[config.mk]
export PLATFORM = sky130hd
export DESIGN_NAME = multicycle_control_fsm
export DESIGN_NICKNAME = d
export VERILOG_FILES = /design/src/rtl/multicycle_control_fsm.sv
export SDC_FILE = /design/constraint.sdc
export NUM_CORES = 1
export LEC_CHECK = 0
export BUFFER_PORTS_ARGS = -buffer_cell sky130_fd_sc_hd__buf_2
export CAP_MARGIN = 5
export CORE_AREA = 2 2 50 52
export DETAILED_ROUTE_END_ITERATION = 8
export DIE_AREA = 0 0 52 54
export GPL_ROUTABILITY_DRIVEN = 0
export HOLD_SLACK_MARGIN = 0.15
export PLACE_DENSITY = 0.76
export SYNTH_ARGS = -nofsm -noshare
export SYNTH_HDL_FRONTEND = slang
export SYNTH_SLANG_ARGS = --single-unit
[constraint.sdc]
create_clock -name clk -period 2.2 [get_ports clk]
set_input_delay 0.44 -clock clk [delete_from_list [all_inputs] [get_ports clk]]
set_output_delay 0.44 -clock clk [all_outputs]
set_load 0.01 [all_outputs]
[src/rtl/multicycle_control_fsm.sv]
// Multi-cycle MIPS control unit: accepts one instruction per valid/ready handshake and
// sequences FETCH/DECODE/EXEC/ADDR/MEM/WB/BRANCH, driving datapath controls per state.
module multicycle_control_fsm #(
  parameter int INSTR_W    = 32,
  parameter int MUL_CYCLES = 4,
  parameter int ALUOP_W    = 4
) (
  input  logic               clk,
  input  logic               rst_n,
  input  logic               instr_valid,
  input  logic [INSTR_W-1:0] instr,
  output logic               instr_ready,
  input  logic               mem_ready,
  output logic               ir_write,
  output logic               pc_write,
  output logic               alu_src,
  output logic [ALUOP_W-1:0] alu_op,
  output logic               reg_dst,
  output logic               reg_write,
  output logic               mem_read,
  output logic               mem_write,
  output logic               mem_to_reg,
  output logic               branch,
  output logic               illegal,
  output logic [2:0]         state
);

  typedef enum logic [2:0] {
    S_FETCH  = 3'd0,
    S_DECODE = 3'd1,
    S_EXEC   = 3'd2,
    S_ADDR   = 3'd3,
    S_MEM    = 3'd4,
    S_WB     = 3'd5,
    S_BRANCH = 3'd6
  } state_t;

  localparam int CNT_W = (MUL_CYCLES > 1) ? $clog2(MUL_CYCLES) : 1;
  localparam logic [CNT_W-1:0] MUL_LAST = CNT_W'(MUL_CYCLES - 1);

  localparam logic [ALUOP_W-1:0] OP_IDLE = ALUOP_W'(0);
  localparam logic [ALUOP_W-1:0] OP_ADD  = ALUOP_W'(1);
  localparam logic [ALUOP_W-1:0] OP_SUB  = ALUOP_W'(2);
  localparam logic [ALUOP_W-1:0] OP_MUL  = ALUOP_W'(3);

  state_t             state_q;
  logic [INSTR_W-1:0] ir_q;
  logic [CNT_W-1:0]   mul_cnt_q;

  logic [5:0] opcode;
  logic [5:0] funct;
  logic       is_rtype;
  logic       is_add;
  logic       is_sub;
  logic       is_mul;
  logic       is_lw;
  logic       is_sw;
  logic       is_beq;
  logic       is_illegal;
  logic       handshake;
  logic       unused_ir;

  // Register-specifier fields are carried in IR for the datapath but not decoded here.
  assign unused_ir = ^ir_q[INSTR_W-7:6];

  always_comb begin
    opcode     = ir_q[INSTR_W-1 -: 6];
    funct      = ir_q[5:0];
    is_rtype   = (opcode == 6'b000001);
    is_add     = is_rtype && (funct == 6'b100000);
    is_sub     = is_rtype && (funct == 6'b100010);
    is_mul     = is_rtype && (funct == 6'b110010);
    is_lw      = (opcode == 6'b000010);
    is_sw      = (opcode == 6'b000011);
    is_beq     = (opcode == 6'b000100);
    is_illegal = !(is_add || is_sub || is_mul || is_lw || is_sw || is_beq);
  end

  assign instr_ready = rst_n && (state_q == S_FETCH);
  assign handshake   = instr_valid && instr_ready;
  assign state       = state_q;

  always_ff @(posedge clk or negedge rst_n) begin
    if (!rst_n) begin
      state_q   <= S_FETCH;
      ir_q      <= '0;
      mul_cnt_q <= '0;
    end else begin
      case (state_q)
        S_FETCH: begin
          if (handshake) begin
            ir_q    <= instr;
            state_q <= S_DECODE;
          end
        end
        S_DECODE: begin
          if (is_illegal)    state_q <= S_FETCH;
          else if (is_rtype) state_q <= S_EXEC;
          else if (is_beq)   state_q <= S_BRANCH;
          else               state_q <= S_ADDR;
        end
        S_EXEC: begin
          // MUL occupies EXEC for MUL_CYCLES cycles; the counter is left at zero on exit.
          if (is_mul && (mul_cnt_q != MUL_LAST)) begin
            mul_cnt_q <= mul_cnt_q + 1'b1;
          end else begin
            mul_cnt_q <= '0;
            state_q   <= S_WB;
          end
        end
        S_ADDR:   state_q <= S_MEM;
        S_MEM: begin
          if (mem_ready) state_q <= is_lw ? S_WB : S_FETCH;
        end
        S_WB:     state_q <= S_FETCH;
        S_BRANCH: state_q <= S_FETCH;
        default:  state_q <= S_FETCH;
      endcase
    end
  end

  always_comb begin
    ir_write   = handshake;
    pc_write   = handshake;
    alu_src    = 1'b0;
    alu_op     = OP_IDLE;
    reg_dst    = 1'b0;
    reg_write  = 1'b0;
    mem_read   = 1'b0;
    mem_write  = 1'b0;
    mem_to_reg = 1'b0;
    branch     = 1'b0;
    illegal    = 1'b0;
    if (rst_n) begin
      case (state_q)
        S_DECODE: illegal = is_illegal;
        S_EXEC: begin
          if (is_mul)      alu_op = OP_MUL;
          else if (is_sub) alu_op = OP_SUB;
          else             alu_op = OP_ADD;
        end
        S_ADDR: begin
          alu_src = 1'b1;
          alu_op  = OP_ADD;
        end
        S_MEM: begin
          mem_read  = is_lw;
          mem_write = is_sw;
        end
        S_WB: begin
          reg_write  = 1'b1;
          reg_dst    = is_rtype;
          mem_to_reg = is_lw;
        end
        S_BRANCH: begin
          alu_op = OP_SUB;
          branch = 1'b1;
        end
        default: ;
      endcase
    end
  end

endmodule

==> reports/qor_table.md, run 1 <==
| Parameter | Reported | Unit |
|---|---|---|
| Number of global-route vias before repair | 810 | - |
| Required time of the worst setup path | 1760 | ps |
| Routed len/inst | 12.97 | um |
| Hold Slack | 163.9 | ps |
| I/O pin count | 54 | - |
| Number of flops mapped to enable cells by yosys | 0 | - |
| Largest area contributor in the netlist | sky130_fd_sc_hd__dfrtp_1 | - |
| Outcome | finished clean | - |
| Final setup violation count | 0 | - |
| Number of optimization iterations in the first detailed-route pass | 4 | - |
| Post-synth cell types | 31 | - |
| Min-delay worst type | in -> async | - |
| Skew-Pair Late Insertion Delay | 280 | ps |
| Crit. End Element | primary output | - |
| Number of hold-slack violations in the final timing report | 0 | - |
| Max-cap violations | 0 | - |
| Post-CTS clock slew at the launch and capture registers of the worst setup and hold paths | 90 | ps |
| Width of the chip | 52 | um |
| DP Wirelength | 1.609 | mm |
| Max-Slew Margin vs Limit | 0.6113 | - |
| Setup repair after global routing missed its margin | yes | - |
| Summed instance area of the synthesized netlist | 945.9 | um^2 |
| Filler cells | 246 | - |
| Clock Sinks | 17 | - |
| Global-route wire length before repair | 3.381 | mm |
| Top area cells in the synthesized netlist | sky130_fd_sc_hd__dfrtp_1 (45%), sky130_fd_sc_hd__mux2_2 (14%), sky130_fd_sc_hd__nor3_1 (3.7%) | - |
| Die span in y | 54 | um |
| Setup crit start kind | flop | - |
| Final worst clock skew | 3.056 | ps |
| H-tree levels | 1 | - |
| Mean instance size in the synthesized netlist | 10.39 | um^2 |
| Share of the yosys chip area belonging to registers | 0.4497 | - |
| FF+latch count, synth | 17 | - |
| CP Class | reg -> out | - |
| TritonCTS clock tree | done | - |
| Core area | 2320 | um^2 |
| Async SR Flop Fraction | 1.000 | - |
| Total number of vias | 817 | - |
| R2R setup slack | 130 | ps |
| RR Endpoint | state[2] | - |
| Number of DRC violations after detailed-routing iteration 0 | 30 | - |
| Worst vdd ir | 0.6322 | mV |
| Ratio of total power to cell area | 1039 | nW/um^2 |
| Net count, final | 166 | - |
| Top achievable clock speed | 469.3 | MHz |
| Initial Util | 0.4078 | - |
| Shortest clock period the worst path allows after layout | 2131 | ps |
| Largest net degree at the start of global routing | 14 | - |
| Design area | 1201 | um^2 |
| Logic depth of the worst register-to-register path | 5 | - |
| DRC violation count after routing | 0 | - |
| Syn Inst Count | 91 | - |
| Setup TNS Final | 0 | ps |
| Max Root-Sink Buffers | 2 | - |
| Share of the cycle needed by the critical path after routing | 0.9686 | - |
| Count of buffers inserted at the top-level ports | 31 | - |
| Total CTS buffers | 3 | - |
| Proportion of layout cells with a drive suffix above 1 | 0.4688 | - |
| Overall routing resource usage | 0.1616 | - |
| Synth warnings | 0 | - |
| Most frequent cells after synthesis | sky130_fd_sc_hd__dfrtp_1 (17), sky130_fd_sc_hd__mux2_2 (12), sky130_fd_sc_hd__nand2_1 (8), sky130_fd_sc_hd__nor2_1 (8), sky130_fd_sc_hd__nor3_1 (7) | - |
| Antenna violations before repair | 0 | - |
| Fraction of post-synthesis cell area in the top cell type by area | 0.4497 | - |
| Startpoint of the most critical register-to-register path | ir_q[31] | - |
| Lkg Pwr | 0.0005952 | uW |
| Synth-to-Final Area Change | 26.98 | % |
| Most numerous cell in the Yosys netlist | sky130_fd_sc_hd__dfrtp_1 | - |
| Post-DR vias/cell | 5.171 | - |
| Detailed-route wire length | 2.049 | mm |
| Root Driver | sky130_fd_sc_hd__clkbuf_4 | - |
| Crit path arrival time | 1690 | ps |
| Slew @ Worst Pin | 575.0 | ps |
| Number of max-slew violations in the final report | 0 | - |
| Commonest register cell after synthesis | sky130_fd_sc_hd__dfrtp_1 | - |
| Count of antenna-violating nets left after detailed routing | 0 | - |
| Crit Path Max Fanout | 4 | - |
| Post-Place Cell Area | 1132 | um^2 |
| Num rows | 18 | - |
| Remaining Overflow, GRT | 0 | - |
| Total Die Area | 2808 | um^2 |
| Antenna Cells | 0 | - |
[what timing repair did]
| action | 4_1_cts | 5_1_grt |
|---|---|---|
| hold buffers | 1 | 0 |
| endpoints found under the hold margin | 4 | 0 |
| setup buffers | 1 | 2 |
| setup endpoints to repair | 1 | 4 |
| pin swaps | 2 | 3 |
| gates resized for setup | 0 | 3 |
[kinds of logic (layout without fill, tap and decap cells)]
kind of cell	after synthesis	after routing	share of synthesized area
muxes	12	12	0.1429
DFF	17	17	0.4497
and+or+nand+nor	35	35	0.2249
adders and majority gates	1	1	0.01323
other	1	2	0.003964
AOI/OAI and AO/OA	14	14	0.1071
buffers and inverters	11	47	0.05820
[metal layers]
metal / up-vias / track usage / share of wire
met5: - / 0 / 0
met4: 0 / 0.07018 / 0.0068
met3: 2 / 0.01944 / 0.059
met2: 28 / 0.3059 / 0.54
met1: 387 / 0.1815 / 0.40
li1: 400 / - / -
[layout make-up]
| class | instances | area (um^2) | share of cell area |
|---|---|---|---|
| clock buffers | 4 | 26.28 | 0.02188 |
| inverters | 4 | 15.01 | 0.01250 |
| multi-input cells | 64 | 479.2 | 0.3990 |
| flip-flops and latches | 17 | 425.4 | 0.3542 |
| well taps | 30 | 37.54 | 0.03125 |
| repair buffers | 39 | 217.7 | 0.1813 |
[power by group]
group	internal, uW	switching (uW)	total [uW]
Sequential	440	183	623
Combinational	254	212	465
Clock	70.3	89.7	160
[cell usage in the layout (no fill, tap or decap), types with 2 or more instances in the layout]
| cell | n |
|---|---|
| sky130_fd_sc_hd__buf_2 | 31 |
| sky130_fd_sc_hd__dfrtp_1 | 17 |
| sky130_fd_sc_hd__mux2_2 | 12 |
| sky130_fd_sc_hd__nand2_1 | 8 |
| sky130_fd_sc_hd__nor2_1 | 8 |
| sky130_fd_sc_hd__buf_4 | 7 |
| sky130_fd_sc_hd__nor3_1 | 6 |
| sky130_fd_sc_hd__inv_1 | 4 |
| sky130_fd_sc_hd__clkbuf_4 | 3 |
| sky130_fd_sc_hd__nand2b_1 | 2 |
| sky130_fd_sc_hd__a31oi_1 | 2 |
| sky130_fd_sc_hd__o21ai_0 | 2 |
| sky130_fd_sc_hd__a41oi_1 | 2 |
| sky130_fd_sc_hd__conb_1 | 2 |
[registers in the layout (all words and copies together) (netlist names)]
signal	flops
state	3
mul_cnt_q	2
ir_q	12
[per-stage QoR]
stage	setup slack, ps	utilization	power [uW]	cells
detailed placement	291.5	0.4881	1064	150
global placement	314.7	0.4881	1036	150
global route	-23.72	0.5178	1336	158
CTS	12.59	0.5070	1229	156
finish	69.09	0.5178	1248	158
floorplan	175.2	-	928.3	92
[worst max-delay path, cell delays in order, from the launching register on]
cell	delay [ps]
sky130_fd_sc_hd__dfrtp_1	440
sky130_fd_sc_hd__nor4_4	380
sky130_fd_sc_hd__nand4_2	210
sky130_fd_sc_hd__a211oi_2	220
sky130_fd_sc_hd__buf_2	160
[how the worst max path moves through the flow]
stage,from,to,slack (ps),depth (start not counted)
final,ir_q[31],alu_op[1],70,4
after global routing,ir_q[31],mem_read,-20,5
after floorplan,state[1],pc_write,180,6
after CTS,ir_q[28],alu_op[1],10,4
after detailed placement,ir_q[31],state[2],290,4
after global placement,ir_q[31],state[2],310,4
(Power assumes the default switching activity.)
==> run 2, diff against run 1 <==
--- a/config.mk
+++ b/config.mk
@@ -8,6 +8,7 @@
 export BUFFER_PORTS_ARGS = -buffer_cell sky130_fd_sc_hd__buf_2
 export CAP_MARGIN = 5
 export CORE_AREA = 2 2 50 52
+export CTS_BUF_LIST = sky130_fd_sc_hd__clkbuf_16
 export DETAILED_ROUTE_END_ITERATION = 8
 export DIE_AREA = 0 0 52 54
 export GPL_ROUTABILITY_DRIVEN = 0
==> run 2 against run 1 <==
Clock skew hardly changed. Via count is 0.49% lower. Worst hold slack better by 45 ps. Register-to-register slack better by 90 ps. Flip-flop and latch count stayed put. Die area stayed put. Utilization is 1.6 points higher. Final cell count is 0.63% lower. Critical path depth stayed put. Maximum frequency hardly changed. Largest power group unchanged.
==> reports/qor_table.md, run 2 (same netlist as run 1, synthesis figures left out) <==
| Parameter | Reported | Unit | vs previous |
|---|---|---|---|
| Outcome | finished clean | - |  |
| Core area | 2320 | um^2 | unchanged |
| Width of the chip | 52 | um | unchanged |
| Num rows | 18 | - | unchanged |
| Die span in y | 54 | um | unchanged |
| Total Die Area | 2808 | um^2 | unchanged |
| Post-CTS clock slew at the launch and capture registers of the worst setup and hold paths | 50 | ps | -40 ps |
| Min-delay worst type | in -> async | - |  |
| Crit Path Max Fanout | 5 | - | +1 |
| Filler cells | 230 | - | -6.5% |
| Initial Util | 0.4078 | - | unchanged |
| Int Power | 926.8 | uW | +21% |
| Max reg flops | 12 | - | unchanged |
| Setup WS pre-CTS | 291.5 | ps | unchanged |
| Highest-count cells in the layout ignoring fill and taps | sky130_fd_sc_hd__buf_2 (31), sky130_fd_sc_hd__dfrtp_1 (16), sky130_fd_sc_hd__mux2_2 (12) | - |  |
| Count of buffers inserted at the top-level ports | 31 | - | unchanged |
| TritonCTS clock tree | done | - |  |
| Clock power frac | 0.249 | - | +0.121 |
| Detailed-route wire length | 2.061 | mm | +0.59% |
| Slew @ Worst Pin | 563.1 | ps | -11.84 ps |
| Count of antenna-violating nets left after detailed routing | 0 | - | unchanged |
| Number of global-route vias before repair | 820 | - | +1.2% |
| Max Root-Sink Buffers | 2 | - | unchanged |
| Crit. End Element | primary output | - |  |
| Post-DR vias/cell | 5.178 | - | +0.14% |
| Total number of vias | 813 | - | -0.49% |
| Worst vdd ir | 0.7693 | mV | +22% |
| P_sw | 499.9 | uW | +3.2% |
| DP Wirelength | 1.609 | mm | unchanged |
| Shortest clock period the worst path allows after layout | 2132 | ps | +0.6353 ps |
| Root Driver | sky130_fd_sc_hd__clkbuf_16 | - |  |
| Post-layout total power | 1427 | uW | +14% |
| I/O pin count | 54 | - | unchanged |
| Lkg Pwr | 0.0006117 | uW | +2.8% |
| Number of DRC violations after detailed-routing iteration 0 | 17 | - | -43% |
| RR Endpoint | state[0] | - |  |
| Final worst clock skew | 3.391 | ps | +0.3347 ps |
| Top achievable clock speed | 469.1 | MHz | about the same |
| Total CTS buffers | 3 | - | unchanged |
| CP Class | reg -> out | - |  |
| Hold Slack | 208.8 | ps | +44.94 ps |
| Largest Register | ir_q | - |  |
| Final setup violation count | 0 | - | unchanged |
| Logic depth of the worst register-to-register path | 5 | - | unchanged |
| Most common library cell in the layout ignoring fill and taps | sky130_fd_sc_hd__buf_2 | - |  |
| Sw Share | 0.3504 | - | -0.03758 |
| Overall routing resource usage | 0.1687 | - | +0.007130 |
| Global-route wire length before repair | 3.443 | mm | +1.8% |
| R2R setup slack | 220 | ps | +90 ps |
| Remaining Overflow, GRT | 0 | - | unchanged |
| Final core utilization | 0.5334 | - | +0.01564 |
| DRC violation count after routing | 0 | - | unchanged |
| Startpoint of the most critical register-to-register path | ir_q[28] | - |  |
| Number of optimization iterations in the first detailed-route pass | 4 | - | unchanged |
| Number of hold-slack violations in the final timing report | 0 | - | unchanged |
| Ratio of total power to cell area | 1153 | nW/um^2 | +11% |
| Proportion of layout cells with a drive suffix above 1 | 0.4567 | - | -0.01206 |
| Number of max-slew violations in the final report | 0 | - | unchanged |
| Net count, final | 165 | - | -0.60% |
| Clock Sinks | 17 | - | unchanged |
| Max-Slew Margin vs Limit | 0.6193 | - | +0.008005 |
| Antenna violations before repair | 0 | - | unchanged |
| Relative contribution of sequential cells to total power | 0.436 | - | -0.063 |
| Worst path setup slack after routing | 68.45 | ps | -0.6353 ps |
| CP startpoint | ir_q[28] | - |  |
| Share of the cycle needed by the critical path after routing | 0.9689 | - | about the same |
| Setup crit start kind | flop | - |  |
| Max-cap violations | 0 | - | unchanged |
| Largest net degree at the start of global routing | 14 | - | unchanged |
| Required time of the worst setup path | 1760 | ps | about the same |
| Portion of total power attributed to combinational logic | 0.315 | - | -0.058 |
| Cell count after placement | 150 | - | unchanged |
| Timing endpoint of the critical path | alu_op[1] | - |  |
| H-tree levels | 1 | - | unchanged |
| Antenna Cells | 0 | - | unchanged |
| Synth-to-Final Area Change | 30.82 | % |  |
| Routed len/inst | 13.13 | um | +1.2% |
| Skew-Pair Late Insertion Delay | 250 | ps | -30 ps |
| Non-filler cells in the finished layout | 157 | - | -0.63% |
| Crit path arrival time | 1690 | ps | about the same |
run 2: worst min-delay path by stage:
stage           from            to  cells past startpoint
2_1_floorplan  rst_n       ir_q[0]                      0
3_3_place_gp   rst_n  mul_cnt_q[1]                      1
3_5_place_dp   rst_n  mul_cnt_q[1]                      1
4_1_cts        rst_n      ir_q[27]                      2
5_1_grt        rst_n      ir_q[27]                      2
6_report       rst_n      ir_q[27]                      2
run 2: timing repair:
item	4_1_cts	5_1_grt
endpoints found under the hold margin	4	0
buffers inserted	0	2
hold buffers	1	0
resized for setup	0	1
setup endpoints to repair	0	2
run 2: power by group through the flow:
stage / Combinational [uW] / Clock (uW) / Sequential [uW]
floorplan: 379 / 0 / 549
global placement: 422 / 0 / 613
detailed placement: 442 / 0 / 622
CTS: 446 / 361 / 618
global route: 498 / 370 / 648
finish: 449 / 355 / 623
run 2: critical path, stage by stage, from the launching register on:
cell,delay [ps]
sky130_fd_sc_hd__dfrtp_2,440
sky130_fd_sc_hd__nor4_4,370
sky130_fd_sc_hd__nand4_2,190
sky130_fd_sc_hd__a211oi_1,270
sky130_fd_sc_hd__buf_2,170
run 2: final cells by class:
class                           instances  area (um^2)  share of cell area
Clock buffer                            3        75.07             0.06067
Clock inverter                          1        3.754            0.003033
Inverter                                4        15.01             0.01213
Multi-Input combinational cell         64        469.2              0.3792
Sequential cell                        17        426.7              0.3448
Tap cell                               30        37.54             0.03033
Timing Repair Buffer                   38        210.2              0.1699
run 2: metal layers:
layer  part of all wire  global-route usage  vias to the layer above
met5                  0                   0                        -
met4              0.021             0.09649                        0
met3              0.061             0.02778                        5
met2               0.52              0.3080                       27
met1               0.39              0.1850                      383
li1                   -                   -                      398
run 2: metrics by stage:
| stage | cell area (um^2) | setup TNS [ps] |
|---|---|---|
| global placement | 1132 | 0 |
| finish | 1237 | 0 |
| floorplan | 949.7 | 0 |
| CTS | 1221 | 0 |
| global route | 1237 | -1.366 |
| detailed placement | 1132 | 0 |
==> run 3, diff against run 2 <==
--- a/config.mk
+++ b/config.mk
@@ -7,13 +7,16 @@
 export LEC_CHECK = 0
 export BUFFER_PORTS_ARGS = -buffer_cell sky130_fd_sc_hd__buf_2
 export CAP_MARGIN = 5
-export CORE_AREA = 2 2 50 52
+export CELL_PAD_IN_SITES_DETAIL_PLACEMENT = 1
+export CELL_PAD_IN_SITES_GLOBAL_PLACEMENT = 1
+export CORE_AREA = 2 2 59 61
 export CTS_BUF_LIST = sky130_fd_sc_hd__clkbuf_16
 export DETAILED_ROUTE_END_ITERATION = 8
-export DIE_AREA = 0 0 52 54
+export DIE_AREA = 0 0 61 63
 export GPL_ROUTABILITY_DRIVEN = 0
 export HOLD_SLACK_MARGIN = 0.15
-export PLACE_DENSITY = 0.76
+export PLACE_DENSITY = 0.74
+export RECOVER_POWER = 25
 export SYNTH_ARGS = -nofsm -noshare
 export SYNTH_HDL_FRONTEND = slang
 export SYNTH_SLANG_ARGS = --single-unit
==> run 3 against run 2 <==
Sequential share of layout area shrank 0.24 points. Via count grew 3.9%. Sequential power grew 0.6%. Power grew 0.60%. Clock skew shrank 2.4 ps. Count of clock-buffer cells in the layout is the same. Worst setup slack lost 15 ps. Flip-flop and latch count is the same. Die area grew 37%. First-iteration DRC count shrank 59%. Clock power is essentially flat. Non-clock buffer count shrank 2. Critical path type unchanged. Critical endpoint unchanged. Largest cell class unchanged.
==> reports/qor_table.md, run 3 (same netlist as run 1, synthesis figures left out) <==
| Parameter | Reported | Unit | vs previous |
|---|---|---|---|
| Global-route wire length before repair | 4.064 | mm | +18% |
| Root Driver | sky130_fd_sc_hd__clkbuf_16 | - |  |
| Share of the cycle needed by the critical path after routing | 0.9757 | - | +0.006822 |
| Sw Share | 0.3579 | - | +0.007472 |
| Max-Slew Margin vs Limit | 0.5982 | - | -0.02108 |
| CP Class | reg -> out | - |  |
| Filler cells | 392 | - | +70% |
| Logic depth of the worst register-to-register path | 4 | - | -1 |
| I/O pin count | 54 | - | unchanged |
| Setup repair after global routing missed its margin | yes | - |  |
| Largest net degree at the start of global routing | 14 | - | unchanged |
| Crit Path Max Fanout | 4 | - | -1 |
| Design area | 1242 | um^2 | +0.40% |
| Max-cap violations | 0 | - | unchanged |
| Routed len/inst | 13.37 | um | +1.9% |
| Post-DR vias/cell | 4.942 | - | -4.6% |
| Number of DRC violations after detailed-routing iteration 0 | 7 | - | -10 |
| Cell count after placement | 165 | - | +10% |
| Top achievable clock speed | 465.9 | MHz | -0.70% |
| Min-delay worst type | in -> async | - |  |
| Setup crit start kind | flop | - |  |
| Outcome | finished clean | - |  |
| Overall routing resource usage | 0.1421 | - | -0.02665 |
| Relative contribution of sequential cells to total power | 0.437 | - | about the same |
| TritonCTS clock tree | done | - |  |
| Width of the chip | 61 | um | +17% |
| Most common library cell in the layout ignoring fill and taps | sky130_fd_sc_hd__buf_2 | - |  |
| Final setup violation count | 0 | - | unchanged |
| Net count, final | 163 | - | -1.2% |
| Portion of total power attributed to combinational logic | 0.313 | - | -0.002 |
| Clock power frac | 0.250 | - | about the same |
| Initial Util | 0.2927 | - | -0.1151 |
| Crit. End Element | primary output | - |  |
| Total CTS buffers | 3 | - | unchanged |
| Die span in y | 63 | um | +17% |
| Crit path arrival time | 1710 | ps | +20 ps |
| Count of buffers inserted at the top-level ports | 31 | - | unchanged |
| Total Die Area | 3843 | um^2 | +37% |
| Proportion of layout cells with a drive suffix above 1 | 0.4320 | - | -0.02469 |
| Post-layout total power | 1435 | uW | +0.60% |
| Remaining Overflow, GRT | 0 | - | unchanged |
| Number of max-slew violations in the final report | 0 | - | unchanged |
| Max Root-Sink Buffers | 2 | - | unchanged |
| Worst vdd ir | 0.5207 | mV | -32% |
| Num rows | 21 | - | +3 |
| Shortest clock period the worst path allows after layout | 2147 | ps | +15.01 ps |
| Post-Place Cell Area | 1145 | um^2 | +1.1% |
| Lkg Pwr | 0.0005986 | uW | -2.1% |
| Slew @ Worst Pin | 602.7 | ps | +39.55 ps |
| Clock Sinks | 17 | - | unchanged |
| Count of antenna-violating nets left after detailed routing | 0 | - | unchanged |
| Total number of vias | 845 | - | +3.9% |
| DRC violation count after routing | 0 | - | unchanged |
| DP Wirelength | 1.815 | mm | +13% |
| Max reg flops | 12 | - | unchanged |
| Required time of the worst setup path | 1760 | ps | about the same |
| Non-filler cells in the finished layout | 171 | - | +8.9% |
| H-tree levels | 1 | - | unchanged |
| Final worst clock skew | 0.9511 | ps | -2.440 ps |
| Number of optimization iterations in the first detailed-route pass | 4 | - | unchanged |
| Skew-Pair Late Insertion Delay | 250 | ps | about the same |
| Synth-to-Final Area Change | 31.35 | % |  |
| Int Power | 921.6 | uW | -0.56% |
| P_sw | 513.7 | uW | +2.7% |
| Largest Register | ir_q | - |  |
| Antenna violations before repair | 0 | - | unchanged |
| Number of global-route vias before repair | 945 | - | +15% |
| Detailed-route wire length | 2.287 | mm | +11% |
| Post-CTS clock slew at the launch and capture registers of the worst setup and hold paths | 50 | ps | about the same |
| Antenna Cells | 0 | - | unchanged |
| Number of hold-slack violations in the final timing report | 0 | - | unchanged |
| Ratio of total power to cell area | 1155 | nW/um^2 | +0.20% |
| Core area | 3232 | um^2 | +39% |
| Highest-count cells in the layout ignoring fill and taps | sky130_fd_sc_hd__buf_2 (30), sky130_fd_sc_hd__dfrtp_1 (17), sky130_fd_sc_hd__mux2_2 (12) | - |  |
run 3: through the flow:
stage	setup WS [ps]	util	hold slack [ps]	TNS, ps
6_report	53.45	0.3844	345.2	0
2_1_floorplan	175.2	-	144.4	0
3_3_place_gp	275.6	0.3542	293.9	0
3_5_place_dp	209.8	0.3542	293.5	0
5_1_grt	-64.63	0.3844	396.2	-146.3
4_1_cts	6.327	0.3856	181.8	0
run 3: path summary, 6_finish.rpt:
| path | startpoint | endpoint | slack [ps] |
|---|---|---|---|
| worst max-delay path | ir_q[31] | alu_op[1] | 50 |
| worst min-delay path | rst_n | ir_q[5] | 350 |
| max in group asynchronous | rst_n | ir_q[1] | 1220 |
| worst min register to register | ir_q[5] | ir_q[5] | 520 |
| worst max register to register | ir_q[31] | state[2] | 240 |
| min in group clk | instr[29] | ir_q[29] | 420 |
run 3: area by class of cell:
class	instances	area (um^2)	area share
clock inverters	1	3.754	0.003021
clock buffers	3	75.07	0.06042
repair buffers	36	186.4	0.1501
flip-flops and latches	17	425.4	0.3424
well taps	46	57.56	0.04632
multi-input cells	64	479.2	0.3857
inverters	4	15.01	0.01208
run 3: timing repair:
action / in CTS / in global routing
gates resized for setup: 1 / 1
pin swaps: 2 / 2
endpoints found under the setup margin: 1 / 3
buffers inserted: 1 / 0
hold buffers: 1 / 0
endpoints found under the hold margin: 4 / 0
run 3: layer usage:
| layer | track usage | wire length [um] | up-vias |
|---|---|---|---|
| met5 | 0 | 0 | - |
| met4 | 0.05707 | 37 | 0 |
| met3 | 0.03106 | 108 | 5 |
| met2 | 0.2554 | 1254 | 21 |
| met1 | 0.1544 | 886 | 420 |
| li1 | - | - | 399 |
run 3: critical path, cell delays in order, from the launching register on:
cell and delay, ps:
sky130_fd_sc_hd__dfrtp_1 420, sky130_fd_sc_hd__nor4_4 410, sky130_fd_sc_hd__nand4_2 230, sky130_fd_sc_hd__a211oi_2 250, sky130_fd_sc_hd__buf_2 150
run 3: power groups by stage:
| stage | registers (uW) | logic, uW | clock network (uW) |
|---|---|---|---|
| 2_1_floorplan | 549 | 379 | 0 |
| 3_3_place_gp | 617 | 428 | 0 |
| 3_5_place_dp | 629 | 446 | 0 |
| 4_1_cts | 627 | 460 | 370 |
| 5_1_grt | 649 | 509 | 383 |
| 6_report | 627 | 450 | 358 |
